`src/rtl/uart_tx_fifo.sv`:
```
// Memory-mapped UART transmitter: a DEPTH-entry byte FIFO feeding an 8N1 serialiser.
// TXDATA at offset 0x0 and STATUS at offset 0x4, with a registered read port.
module uart_tx_fifo #(
    parameter int WAIT_DIV = 868,
    parameter int DEPTH    = 8
) (
    input  logic        clk,
    input  logic        rst,
    input  logic        sel,
    input  logic [31:0] addr,
    input  logic        wen,
    input  logic [31:0] wdata,
    output logic [31:0] rdata,
    output logic        uart_out
);
    localparam int AW = $clog2(DEPTH);
    localparam int CW = (WAIT_DIV > 1) ? $clog2(WAIT_DIV) : 1;
    localparam logic [CW-1:0] BAUD_LAST = CW'(WAIT_DIV - 1);
    localparam logic [AW:0]   FULL_CNT  = (AW+1)'(DEPTH);

    typedef enum logic [1:0] {IDLE, START, DATA, STOP} state_t;

    state_t        state;
    logic [7:0]    mem [DEPTH];
    logic [AW-1:0] wr_ptr, rd_ptr;
    logic [AW:0]   count;
    logic          overflow;
    logic [7:0]    shift_reg;
    logic [CW-1:0] baud;
    logic [2:0]    bit_idx;

    logic push_req, push_ok, pop, ovf_clr, baud_done;
    logic full, empty, busy;
    logic [31:0] status;
    logic unused_bits;

    assign push_req  = sel && wen && !addr[2];
    assign ovf_clr   = sel && wen && addr[2] && wdata[3];
    assign pop       = (state == IDLE) && (count != '0);
    // A full FIFO still takes a push when the serialiser frees a slot this cycle.
    assign push_ok   = push_req && ((count != FULL_CNT) || pop);
    assign baud_done = (baud == BAUD_LAST);

    assign full   = (count == FULL_CNT);
    assign empty  = (count == '0);
    assign busy   = (state != IDLE);
    assign status = {23'b0, 5'(count), overflow, busy, empty, full};

    assign unused_bits = ^{addr[31:3], addr[1:0], wdata[31:8]};

    always_ff @(posedge clk) begin
        if (push_ok) mem[wr_ptr] <= wdata[7:0];
    end

    always_ff @(posedge clk) begin
        if (rst) begin
            wr_ptr   <= '0;
            rd_ptr   <= '0;
            count    <= '0;
            overflow <= 1'b0;
        end else begin
            if (push_ok) wr_ptr <= wr_ptr + 1'b1;
            if (pop)     rd_ptr <= rd_ptr + 1'b1;
            case ({push_ok, pop})
                2'b10:   count <= count + 1'b1;
                2'b01:   count <= count - 1'b1;
                default: ;
            endcase
            // A dropped push outranks a concurrent clear.
            if (push_req && !push_ok) overflow <= 1'b1;
            else if (ovf_clr)         overflow <= 1'b0;
        end
    end

    always_ff @(posedge clk) begin
        if (rst) begin
            state     <= IDLE;
            uart_out  <= 1'b1;
            baud      <= '0;
            bit_idx   <= '0;
            shift_reg <= '0;
        end else begin
            case (state)
                IDLE: begin
                    uart_out <= 1'b1;
                    if (pop) begin
                        shift_reg <= mem[rd_ptr];
                        baud      <= '0;
                        uart_out  <= 1'b0;
                        state     <= START;
                    end
                end
                START: begin
                    if (baud_done) begin
                        baud     <= '0;
                        bit_idx  <= '0;
                        uart_out <= shift_reg[0];
                        state    <= DATA;
                    end else baud <= baud + 1'b1;
                end
                DATA: begin
                    if (baud_done) begin
                        baud      <= '0;
                        shift_reg <= {1'b0, shift_reg[7:1]};
                        bit_idx   <= bit_idx + 1'b1;
                        // Output is registered, so present the next bit as the shift happens.
                        if (bit_idx == 3'd7) begin
                            uart_out <= 1'b1;
                            state    <= STOP;
                        end else uart_out <= shift_reg[1];
                    end else baud <= baud + 1'b1;
                end
                STOP: begin
                    if (baud_done) begin
                        baud  <= '0;
                        state <= IDLE;
                    end else baud <= baud + 1'b1;
                end
                default: state <= IDLE;
            endcase
        end
    end

    always_ff @(posedge clk) begin
        if (rst) rdata <= '0;
        else     rdata <= (sel && addr[2]) ? status : '0;
    end
endmodule

```
`config.mk`:
```
export PLATFORM = sky130hd
export DESIGN_NAME = uart_tx_fifo
export DESIGN_NICKNAME = d
export VERILOG_FILES = /design/src/rtl/uart_tx_fifo.sv
export SDC_FILE = /design/constraint.sdc
export NUM_CORES = 1
export LEC_CHECK = 0
export BUFFER_PORTS_ARGS = -buffer_cell sky130_fd_sc_hd__buf_4
export CELL_PAD_IN_SITES_DETAIL_PLACEMENT = 0
export CELL_PAD_IN_SITES_GLOBAL_PLACEMENT = 1
export CORE_ASPECT_RATIO = 1.4
export CORE_MARGIN = 5
export CORE_UTILIZATION = 43
export DETAILED_ROUTE_END_ITERATION = 8
export PLACE_DENSITY_LB_ADDON = 0.25
export SYNTH_ARGS = -nofsm -noshare
export SYNTH_HDL_FRONTEND = slang
export SYNTH_SLANG_ARGS = --single-unit
```
`constraint.sdc`:
```
create_clock -name clk -period 2.9 [get_ports clk]
set_input_delay 0.725 -clock clk [delete_from_list [all_inputs] [get_ports clk]]
set_output_delay 0.725 -clock clk [all_outputs]
set_load 0.02 [all_outputs]
```
**Yosys cells after proc, flatten, opt, wreduce, memory -nomap -nowiden**

Memory sizes are Yosys's and may differ from the RTL's. A register that Yosys moved wholly into a read port is not among the register bits.
Index checks and enable logic that the tools add are counted.

- Output and inout bits: 33
- RAM bits: 64
- Flip-flop bits (word level): 67
- Memories kept: 1
- Input bits: 68

- Equal/unequal tests: 14
- Bitwise logic cells: 1
- Mux-type cells: 27
- Reductions and logical operators: 26
- $add $sub $neg: 6

Memories:

| name | words | bits a word | rd ports | clocked after memory_dff | wr ports | RTL line | text |
|---|---|---|---|---|---|---|---|
| mem | 8 | 8 | 1 | 1 | 1 | 24 | `logic [7:0] mem [DEPTH];` |

Operators by type and width:

| cell | count |
|---|---|
| 2-to-1 mux 10 bit | 2 |
| one-hot mux 10 bit (2 select lines) | 1 |
| 2-to-1 mux 8 bit | 2 |
| one-hot mux 8 bit (2 select lines) | 1 |
| 2-to-1 mux 3 bit | 4 |
| adder 10 x 1 -> 10 bit, second input constant | 1 |
| == test 10 bit, second input constant | 1 |
| 2-to-1 mux 2 bit | 5 |
| inequality test 2 bit, second input constant | 5 |
| nonzero test 2 bit | 5 |
| adder 3 x 1 -> 3 bit, second input constant | 3 |
| AND reduction 3 bit | 3 |
| logical AND 1 bit | 8 |
| 2-to-1 mux 1 bit | 8 |
| one-hot mux 2 bit (4 select lines) | 1 |
| one-hot mux 4 bit (2 select lines) | 1 |
| == test 2 bit, second input constant | 3 |
| one-hot mux 3 bit (2 select lines) | 1 |
| AND reduction 5 bit | 1 |
| adder 4 x 1 -> 4 bit, second input constant | 1 |
| == test 2 x 1 -> 1 bit, second input constant | 2 |
| == test 4 bit, second input constant | 1 |
| zero test 4 bit | 1 |
| inequality test 4 bit, second input constant | 1 |
| other kinds (11) | 12 |

**Longest topological paths before layout**

Gate-level depths: netlist of the first run.

- Word-level depth: 7
- Gate-level depth with buffers: 10

**Worst setup path after synthesis of the first run**

OpenSTA, ideal clock, no wires.

- Path type: reg-to-reg
- Start point: register state[0]
- End point: memory mem[4][0], enable pin
- Setup time: 383 ps
- Stages on the path, launching flop included: 8
- Path slack: 501 ps
- Arrival: 2,015 ps
- Cell sequence: dfxtp_1 inv_1 ha_1 clkbuf_1 nor2b_1 a21oi_1 nand2_1 nor3_1

- Cells in the longest elaborated chain, start to end: 6

RTL lines:

| item | RTL line | text |
|---|---|---|
| from (decl) | 23 | `state_t state;` |
| from (signal assigned) | 77 | `state <= IDLE;` |
| from (signal assigned) | 90 | `state <= START;` |
| from (signal assigned) | 98 | `state <= DATA;` |
| zero test 2 bit | 39 | `assign pop = (state == IDLE) && (count != '0);` |
| logical AND 1 bit | 39 |  |
| logical OR 1 bit | 41 | `assign push_ok = push_req && ((count != FULL_CNT) \|\| pop);` |
| logical AND 1 bit | 41 |  |
| 2-to-1 mux 1 bit | 52 | `if (push_ok) mem[wr_ptr] <= wdata[7:0];` |
| 2-to-1 mux 1 bit (not written as such) | 52 |  |
| to (decl) | 24 |  |

No other way between the ends.

**Final worst setup path of the first run**

- Start point: register state[1]
- End point: register count[3]

- Cells in the longest elaborated chain, start to end: 6
- Elaborated cells between the ends (all ways): 8

RTL lines:

| item | RTL line | text |
|---|---|---|
| zero test 2 bit (*) | 39 |  |
| logical AND 1 bit (*) | 39 |  |
| logical OR 1 bit | 41 |  |
| logical AND 1 bit | 41 |  |
| == test 2 x 1 -> 1 bit or == test 2 bit (tied branches) | 64 | `case ({push_ok, pop})` |
| one-hot mux 4 bit (2 select lines) or nonzero test 2 bit (tied branches) | -- |  |
| to (signal assigned) | 65 | `2'b10: count <= count + 1'b1;` |
| to (signal assigned) | 66 | `2'b01: count <= count - 1'b1;` |
| to (decl) | 26 | `logic [AW:0] count;` |

Every way passes the cells marked *; elsewhere a longest branch is shown, timed or not.
A chain may end at the register's enable or synchronous reset.

==> metrics.md, run 1 <==
| Metric | Value |
|---|---|
| Status | `complete, no violations` |
| Hold Slack | `about 0.5 ns` |
| DP Area | `5180 um^2` |
| Final core occ | `between 40 and 50%` |
| Tot GR Track Use | `14.9%` |
| Die width | `about 100 um` |
| Num CTS Buffers | `9` |
| Htree depth | `3` |
| Total routed wirelength | `9540 um` |
| Synth Cell Area | `4930 um^2` |
| DRC | `0` |
| Core area | `11,300 um^2` |
| Initial Util | `43.7%` |
| Arrival @ worst endpoint | `2.51 ns` |
| Via count | `3,068` |
| Worst Setup Start Kind | `flip-flop` |
| Mapped Cells | `406` |
| Design area | `5470 um^2` |
| Max_slew headroom | `54.6%` |
| Clock sinks | `between 100 and 150` |
| Min-Delay Path Depth | `1` |
| Reg2reg setup slack | `about 0.63 ns` |
| Largest net degree at the start of global routing | `32` |
| First-pass GRT wire length | `about 15,000 um` |
| EDFF count, synth | `64` |
| Skew-Pair Late Insertion Delay | `0.35 ns` |
| Area of the multi-input gates | `1840 um^2` |
| Element type at the critical path end | `flip-flop` |
| Xor-xnor portion of the synthesized cell area | `2.31%` |
| CTS Hold Bufs | `0` |
| DR iter-0 viols | `between 100 and 150` |
| FFs w/ async S/R, synth | `0%` |
| R2R Path End | `count[3]$_SDFFE_PP0P_` |
| Crit path buffers/inverters | `2` |
| Crit Path Category | `reg2reg` |
| Maximum VDD drop | `0.419 mV` |
| Reg area | `roughly 2800 um^2` |
| Largest stage delay, worst path | `0.35 ns` |
| Nets | `514` |
| Clock Tree Buf Depth | `2` |
| Minimum clock period | `2.27 ns` |
| Clock skew | `0.00878 ns` |
| Pre-antenna DRT Iters | `4` |
| Die Footprint | `around 14,000 um^2` |
| Area delta synth->final | `11.0%` |
| Register area share after synthesis | `about 58%` |
| # port buffers | `21` |
| Worst r2r src | `state[1]$_SDFFE_PP0P_` |
| Leakage power | `~0.0019 uW` |
| WP data required | `3.13 ns` |
| Vias in the first global route | `between 3,000 and 4,000` |
| Biggest regs | `mem (64), baud (10)` |
| TritonCTS clock tree | `yes` |
| Antenna violations before repair | `0` |
| Final Hold Violating Endpoints | `0` |
| Final period utilization | `approximately four fifths` |
| RSZ-0062 raised after global routing | `no` |
| CP max-delay cell | `dfxtp_1` |
| Num rows | `46` |
| Post-Synth Simple-Gate Area | `11.2%` |
| Worst-path clk slew | `0.08 ns` |
| GR Overflow Total | `0` |
| Total stage count of the critical path | `10` |
| YS warnings | `0` |
| ANT nets after route | `0` |
| Top FF cell, synth | `edfxtp_1` |
| Post-Synth Adder-Cell Area | `between 3 and 4%` |
| Syn Area/Cell | `12.1 um^2` |
| Hold WC Path Type | `reg2reg` |
| Final setup TNS | `0 ns` |
| Kind of cell adding the most delay to the critical path | `adder cells` |
| Register bit total from synthesis | `110` |
| Setup-failing EPs final | `0` |
| Routed wire per std cell | `16.4 um` |
| Largest family of logic cells by synthesized area | `simple AND/OR/NAND/NOR gates` |
| I/O pin count | `101` |
| Hold path startpoint | `shift_reg[7]$_SDFFE_PP0P_` |
| Routability congestion estimate | `0.733` |
| Max cap viols | `0` |
| Fill cells | `1,068` |
| Drt via density | `5.27` |
| Post-synthesis compound-gate area fraction | `10.3%` |
| Fraction of layout cells with a size suffix above 1 | `15.3%` |
| Post-CTS Resized | `0` |
| Crit path cell chain | `inv_1 -> ha_1 -> o41ai_4 -> buf_4 -> nor2_1 -> ha_1 -> a21oi_1 -> nand2_1 -> mux2i_1 -> a31oi_1` |
| Slew Viols, Final | `0` |
| Mux share of post-synthesis cell area | `8.28%` |
| Worst Path Max Fanout | `6` |
| Top cell by count, worst path | `ha_1` |
| End of the worst hold path | `shift_reg[7]$_SDFFE_PP0P_` |
| Worst-margin pin slew | `0.680 ns` |
| Max reg flops | `64` |
| Post-CTS Setup Bufs | `0` |
| Fmax | `440 MHz` |
| Yosys cell types | `60` |
| Cell area power density | `819 nW/um^2` |
| Number of diodes | `0` |
| Die Ht | `137 um` |
| Most flop-heavy register | `mem` |
| Clock Tree Root | `clkbuf_16` |
| DP Wirelength | `6650 um` |
| Reg2reg path depth | `10` |
==> layer usage <==
metal	up-vias	wire [um]	track usage (%)
li1	1511	-	-
met1	1501	3830	16.2
met2	40	5220	27.7
met3	16	277	2.80
met4	0	213	6.37
met5	-	0	0
==> report_power, final <==
group | switching (uW) | total (uW) | internal (uW)
Clock | 614 | 1230 | 613
Combinational | 827 | 1400 | 572
Sequential | 91.6 | 1860 | 1770
Total | 1530 | 4480 | 2950
==> logic make-up after synthesis <==
| logic type | Yosys count |
|---|---|
| other cells | 1 |
| xor+xnor | 13 |
| buf+inv | 55 |
| flops | 110 |
| simple gates | 112 |
| fa+ha+maj | 13 |
| mux | 38 |
| compound gates | 64 |
==> worst register-to-register path, cell delays in order, from the launching register on <==
cell and delay, ns:
dfxtp_1 0.35, inv_1 0.11, ha_1 0.22, o41ai_4 0.09
buf_4 0.17, nor2_1 0.26, ha_1 0.33, a21oi_1 0.25
nand2_1 0.13, mux2i_1 0.16, a31oi_1 0.09
==> Yosys cell counts (2+ instances only) <==
cell / n / area (um^2)
and2_1: 5 / 31.3
a32oi_1: 2 / 17.5
clkbuf_1: 10 / 37.5
buf_2: 2 / 10.0
mux4_2: 2 / 45.0
nand2_1: 25 / 93.8
buf_4: 27 / 203
nor2_1: 30 / 113
nor3_1: 10 / 50.1
and2_0: 2 / 12.5
nand2b_1: 2 / 12.5
nor4_1: 3 / 18.8
mux2_2: 2 / 22.5
o21ai_0: 3 / 15.0
mux2i_1: 34 / 340
edfxtp_1: 64 / 1920
nand3_1: 18 / 90.1
a21oi_1: 12 / 60.1
a311oi_1: 6 / 52.6
a22oi_1: 14 / 105
nand4_1: 3 / 18.8
inv_1: 11 / 41.3
buf_6: 3 / 33.8
ha_1: 12 / 150
dfxtp_1: 46 / 921
xnor2_1: 12 / 105
a211oi_1: 6 / 45.0
nor4b_1: 2 / 17.5
a311oi_2: 2 / 30.0
nor2b_1: 3 / 18.8
a31oi_1: 4 / 25.0
==> area by class of cell <==
type | instances | share of cell area, %
Clock buffer | 9 | 4.12
Clock inverter | 7 | 1.26
Sequential cell | 110 | 52.0
Tap cell | 144 | 3.29
Inverter | 12 | 0.823
Timing Repair Buffer | 36 | 4.94
Multi-Input combinational cell | 264 | 33.6
==> worst max-delay path by stage <==
stage                                startpoint                     to
after floorplan           state[0]$_SDFFE_PP0P_    mem[4][0]$_DFFE_PP_
after global placement                      sel  count[3]$_SDFFE_PP0P_
after detailed placement                    sel  count[3]$_SDFFE_PP0P_
after CTS                 state[1]$_SDFFE_PP0P_    mem[4][3]$_DFFE_PP_
after global routing      state[1]$_SDFFE_PP0P_  count[3]$_SDFFE_PP0P_
final                     state[1]$_SDFFE_PP0P_  count[3]$_SDFFE_PP0P_
==> cells in the final DEF, fill, tap and decap left out, types with 9 or more instances in the layout <==
cell type	instances
xnor2_1	12
mux2i_1	34
edfxtp_1	64
buf_4	36
nand2_1	25
conb_1	24
dfxtp_1	46
nor3_1	10
ha_1	12
clkbuf_16	9
nor2_1	30
inv_1	11
a22oi_1	14
a21oi_1	12
nand3_1	18
==> through the flow <==
| stage | instances | total power (uW) | setup slack, ns |
|---|---|---|---|
| after floorplan | 429 | 3040 | 0.501 |
| after global placement | 566 | 3290 | 0.448 |
| after detailed placement | 566 | 3310 | 0.401 |
| after CTS | 582 | 4550 | 0.614 |
| after global routing | 582 | 4770 | 0.425 |
| final | 582 | 4480 | 0.626 |
Note: power is estimated with default switching activity, not from simulation.
==> run 2, diff against run 1 <==
ABC_AREA = 1   (was not set)
CORE_UTILIZATION = 37   (was 43)
clock period = 2 ns   (was 2.9 ns; I/O delays follow)
==> run 2 against run 1 <==
Die area increased by 15%. Synthesized area is essentially flat. Clock power grew 51%. Clock skew increased by 0.0031 ns. Sequential share of layout area decreased by 2.1 points.
==> metrics.md, run 2 <==
| Metric | Value |
|---|---|
| First-pass GRT wire length | `17,600 um (was 15,400 um)` |
| Drt via density | `4.70 (was 5.27)` |
| Total routed wirelength | `10,700 um (was 9540 um)` |
| Final setup TNS | `0 ns (unchanged)` |
| Nets | `656 (was 514)` |
| Final core occ | `43.1% (was 48.5%)` |
| Synth Cell Area | `4930 um^2 (about the same)` |
| Pre-antenna DRT Iters | `4 (unchanged)` |
| Max reg flops | `64 (unchanged)` |
| ANT nets after route | `0 (unchanged)` |
| Yosys cell types | `34 (was 60)` |
| Slew Viols, Final | `0 (unchanged)` |
| Commonest non-fill, non-tap cell in the layout | `nand2_1 (was edfxtp_1)` |
| DR iter-0 viols | `163 (was 102)` |
| Final period utilization | `91.7% (was 78.4%)` |
| Skew-Pair Late Insertion Delay | `0.36 ns (was 0.35 ns)` |
| End of the worst hold path | `mem[3][2]$_DFFE_PP_ (was shift_reg[7]$_SDFFE_PP0P_)` |
| Reg2reg setup slack | `0.17 ns (was 0.63 ns)` |
| Max cap viols | `0 (unchanged)` |
| Num rows | `50 (was 46)` |
| R2R Path End | `mem[6][5]$_DFFE_PP_ (was count[3]$_SDFFE_PP0P_)` |
| Final Hold Violating Endpoints | `0 (unchanged)` |
| Largest net degree at the start of global routing | `33 (was 32)` |
| Status | `complete, no violations (unchanged)` |
| Hold WC Path Type | `in2reg (was reg2reg)` |
| Minimum clock period | `1.83 ns (was 2.27 ns)` |
| TritonCTS clock tree | `yes (unchanged)` |
| Element type at the critical path end | `flip-flop (unchanged)` |
| Setup-failing EPs final | `0 (unchanged)` |
| DP Wirelength | `7420 um (was 6650 um)` |
| FFs w/ async S/R, synth | `0% (unchanged)` |
| Via count | `3,579 (was 3,068)` |
| Top FF cell, synth | `edfxtp_1 (unchanged)` |
| WP data required | `2.07 ns (was 3.13 ns)` |
| Reg area | `2850 um^2 (was 2840 um^2)` |
| Maximum VDD drop | `0.694 mV (was 0.419 mV)` |
| GR Overflow Total | `0 (unchanged)` |
| Count leader, synth | `nand2_1 (was edfxtp_1)` |
| Num CTS Buffers | `9 (unchanged)` |
| Fmax | `545 MHz (was 440 MHz)` |
| Worst-path clk slew | `0.08 ns (about the same)` |
| Register bit total from synthesis | `110 (unchanged)` |
| EDFF count, synth | `64 (unchanged)` |
| Biggest regs | `mem (64), baud (10) (unchanged)` |
| Min-Delay Path Depth | `1 (unchanged)` |
| Crit Path Category | `reg2reg (unchanged)` |
| Routability congestion estimate | `0.769 (was 0.733)` |
| Area of the multi-input gates | `1790 um^2 (was 1840 um^2)` |
| Mapped Cells | `529 (was 406)` |
| Fraction of layout cells with a size suffix above 1 | `17.6% (was 15.3%)` |
| Clock skew | `0.0118 ns (was 0.00878 ns)` |
| Vias in the first global route | `3,574 (was 3,036)` |
| Worst Setup Start Kind | `flip-flop (unchanged)` |
| Worst Path Max Fanout | `5 (was 6)` |
| Most frequent cells after synthesis | `nand2_1 (128), edfxtp_1 (64), nand3_1 (63) (was edfxtp_1 (64), dfxtp_1 (46), mux2i_1 (34))` |
| Die Footprint | `15,800 um^2 (was 13,700 um^2)` |
| Htree depth | `3 (unchanged)` |
| Initial Util | `37.2% (was 43.7%)` |
| Die Ht | `147 um (was 137 um)` |
| Hold path startpoint | `wdata[2] (was shift_reg[7]$_SDFFE_PP0P_)` |
| Syn Area/Cell | `9.32 um^2 (was 12.1 um^2)` |
| Worst r2r src | `count[1]$_SDFFE_PP0P_ (was state[1]$_SDFFE_PP0P_)` |
| Die width | `108 um (was 100 um)` |
| Max_slew headroom | `61.3% (was 54.6%)` |
| Reg2reg path depth | `9 (was 10)` |
| Most frequent cells in the layout | `nand2_1 (127), edfxtp_1 (64), nand3_1 (63) (was edfxtp_1 (64), dfxtp_1 (46), buf_4 (36))` |
| Tot GR Track Use | `14.4% (was 14.9%)` |
| Cell area power density | `1260 nW/um^2 (was 819 nW/um^2)` |
| # port buffers | `21 (unchanged)` |
| DRC | `0 (unchanged)` |
| Synth top area share | `39.0% (about the same)` |
| Most flop-heavy register | `mem (unchanged)` |
| Routed wire per std cell | `14.0 um (was 16.4 um)` |
| Synth area leaders | `edfxtp_1 (39%), dfxtp_1 (19%), nand2_1 (9.7%) (was edfxtp_1 (39%), dfxtp_1 (19%), mux2i_1 (6.9%))` |
| Clock Tree Root | `clkbuf_16 (unchanged)` |
| Total power | `7190 uW (was 4480 uW)` |
| Clock Tree Buf Depth | `2 (unchanged)` |
| RSZ-0062 raised after global routing | `no (unchanged)` |
| Worst-margin pin slew | `0.580 ns (was 0.680 ns)` |
| I/O pin count | `101 (unchanged)` |
| Clock sinks | `110 (unchanged)` |
| Fill cells | `1,312 (was 1,068)` |
| Register area share after synthesis | `57.6% (was 57.7%)` |
| Number of diodes | `0 (unchanged)` |
| Arrival @ worst endpoint | `1.90 ns (was 2.51 ns)` |
| Antenna violations before repair | `0 (unchanged)` |
| Area delta synth->final | `15.9% (was 11.0%)` |
| Yosys top cell by area | `edfxtp_1 (unchanged)` |
| Core area | `13,300 um^2 (was 11,300 um^2)` |
| YS warnings | `0 (unchanged)` |
| Leakage power | `0.00231 uW (was 0.00193 uW)` |
-- run 2: changes by cell type after synthesis, moves of 7 or more --
cell,delta
xnor2_1,-11
a22oi_1,-14
nand3_1,+45
nand2_1,+103
nor2_1,+32
o21ai_0,+11
nor3_1,-7
inv_1,+20
inv_2,+7
clkbuf_1,-7
buf_2,+10
a21oi_1,+17
mux2i_1,-34
-- run 2: worst max path at each step --
stage / from / endpoint / depth (start not counted)
global route: state[1]$_SDFFE_PP0P_ / count[3]$_SDFFE_PP0P_ / 14
global placement: state[1]$_SDFFE_PP0P_ / count[3]$_SDFFE_PP0P_ / 12
detailed placement: state[1]$_SDFFE_PP0P_ / count[3]$_SDFFE_PP0P_ / 12
floorplan: state[0]$_SDFFE_PP0P_ / count[3]$_SDFFE_PP0P_ / 12
finish: count[1]$_SDFFE_PP0P_ / mem[6][5]$_DFFE_PP_ / 9
CTS: state[1]$_SDFFE_PP0P_ / count[3]$_SDFFE_PP0P_ / 12
-- run 2: critical path: stages, from the launching register on --
cell,delay (ns)
dfxtp_1,0.40
nor2_4,0.06
buf_4,0.15
nand3_2,0.07
inv_1,0.06
nand2_1,0.05
nand2_1,0.11
or2_1,0.29
nor2_1,0.16
buf_4,0.19
-- run 2: metal layers --
layer	track usage, %	part of all wire (%)
met4	7.01	3.1
met2	25.3	51
met3	2.65	4.1
met5	0	0
met1	16.6	42
-- run 2: area by class of cell --
cell class	instances	area share, %
Sequential cell	110	49.9
Multi-Input combinational cell	364	31.4
Timing Repair Buffer	52	6.83
Tap cell	182	3.98
Clock buffer	9	3.94
Inverter	38	2.50
Clock inverter	7	1.49
-- run 2: metrics by stage --
stage	instance area, um^2	std cells	worst slack [ns]	hold WS (ns)
4_1_cts	5670	760	0.0578	0.371
3_3_place_gp	5360	744	0.0273	0.437
2_1_floorplan	5020	552	0.0579	0.405
6_report	5720	762	0.166	0.375
5_1_grt	5720	762	0.0159	0.373
3_5_place_dp	5360	744	0.0138	0.434
-- run 2: what timing repair did --
item                                    4_1_cts  5_1_grt
gates resized for setup                       1       10
pin swaps                                     0        3
setup buffers                                 0        2
endpoints found under the setup margin        1        7
hold endpoints to repair                      0        0
gates cloned                                  0        0
hold buffers                                  0        0
-- run 2: logic make-up after synthesis --
| kind of cell | Yosys count | share of synthesized area [%] |
|---|---|---|
| compound gates | 53 | 5.94 |
| fa+ha+maj | 13 | 3.45 |
| other cells | 1 | 0.0760 |
| xor+xnor | 2 | 0.355 |
| buf+inv | 78 | 8.22 |
| simple gates | 272 | 24.3 |
| flops | 110 | 57.6 |
-- run 2: power breakdown --
group          switching (uW)  internal (uW)  leakage [uW]
combinational            1620            945       0.00121
sequential                148           2620      0.000953
clock                     860            998      0.000146
total                    2630           4560       0.00231
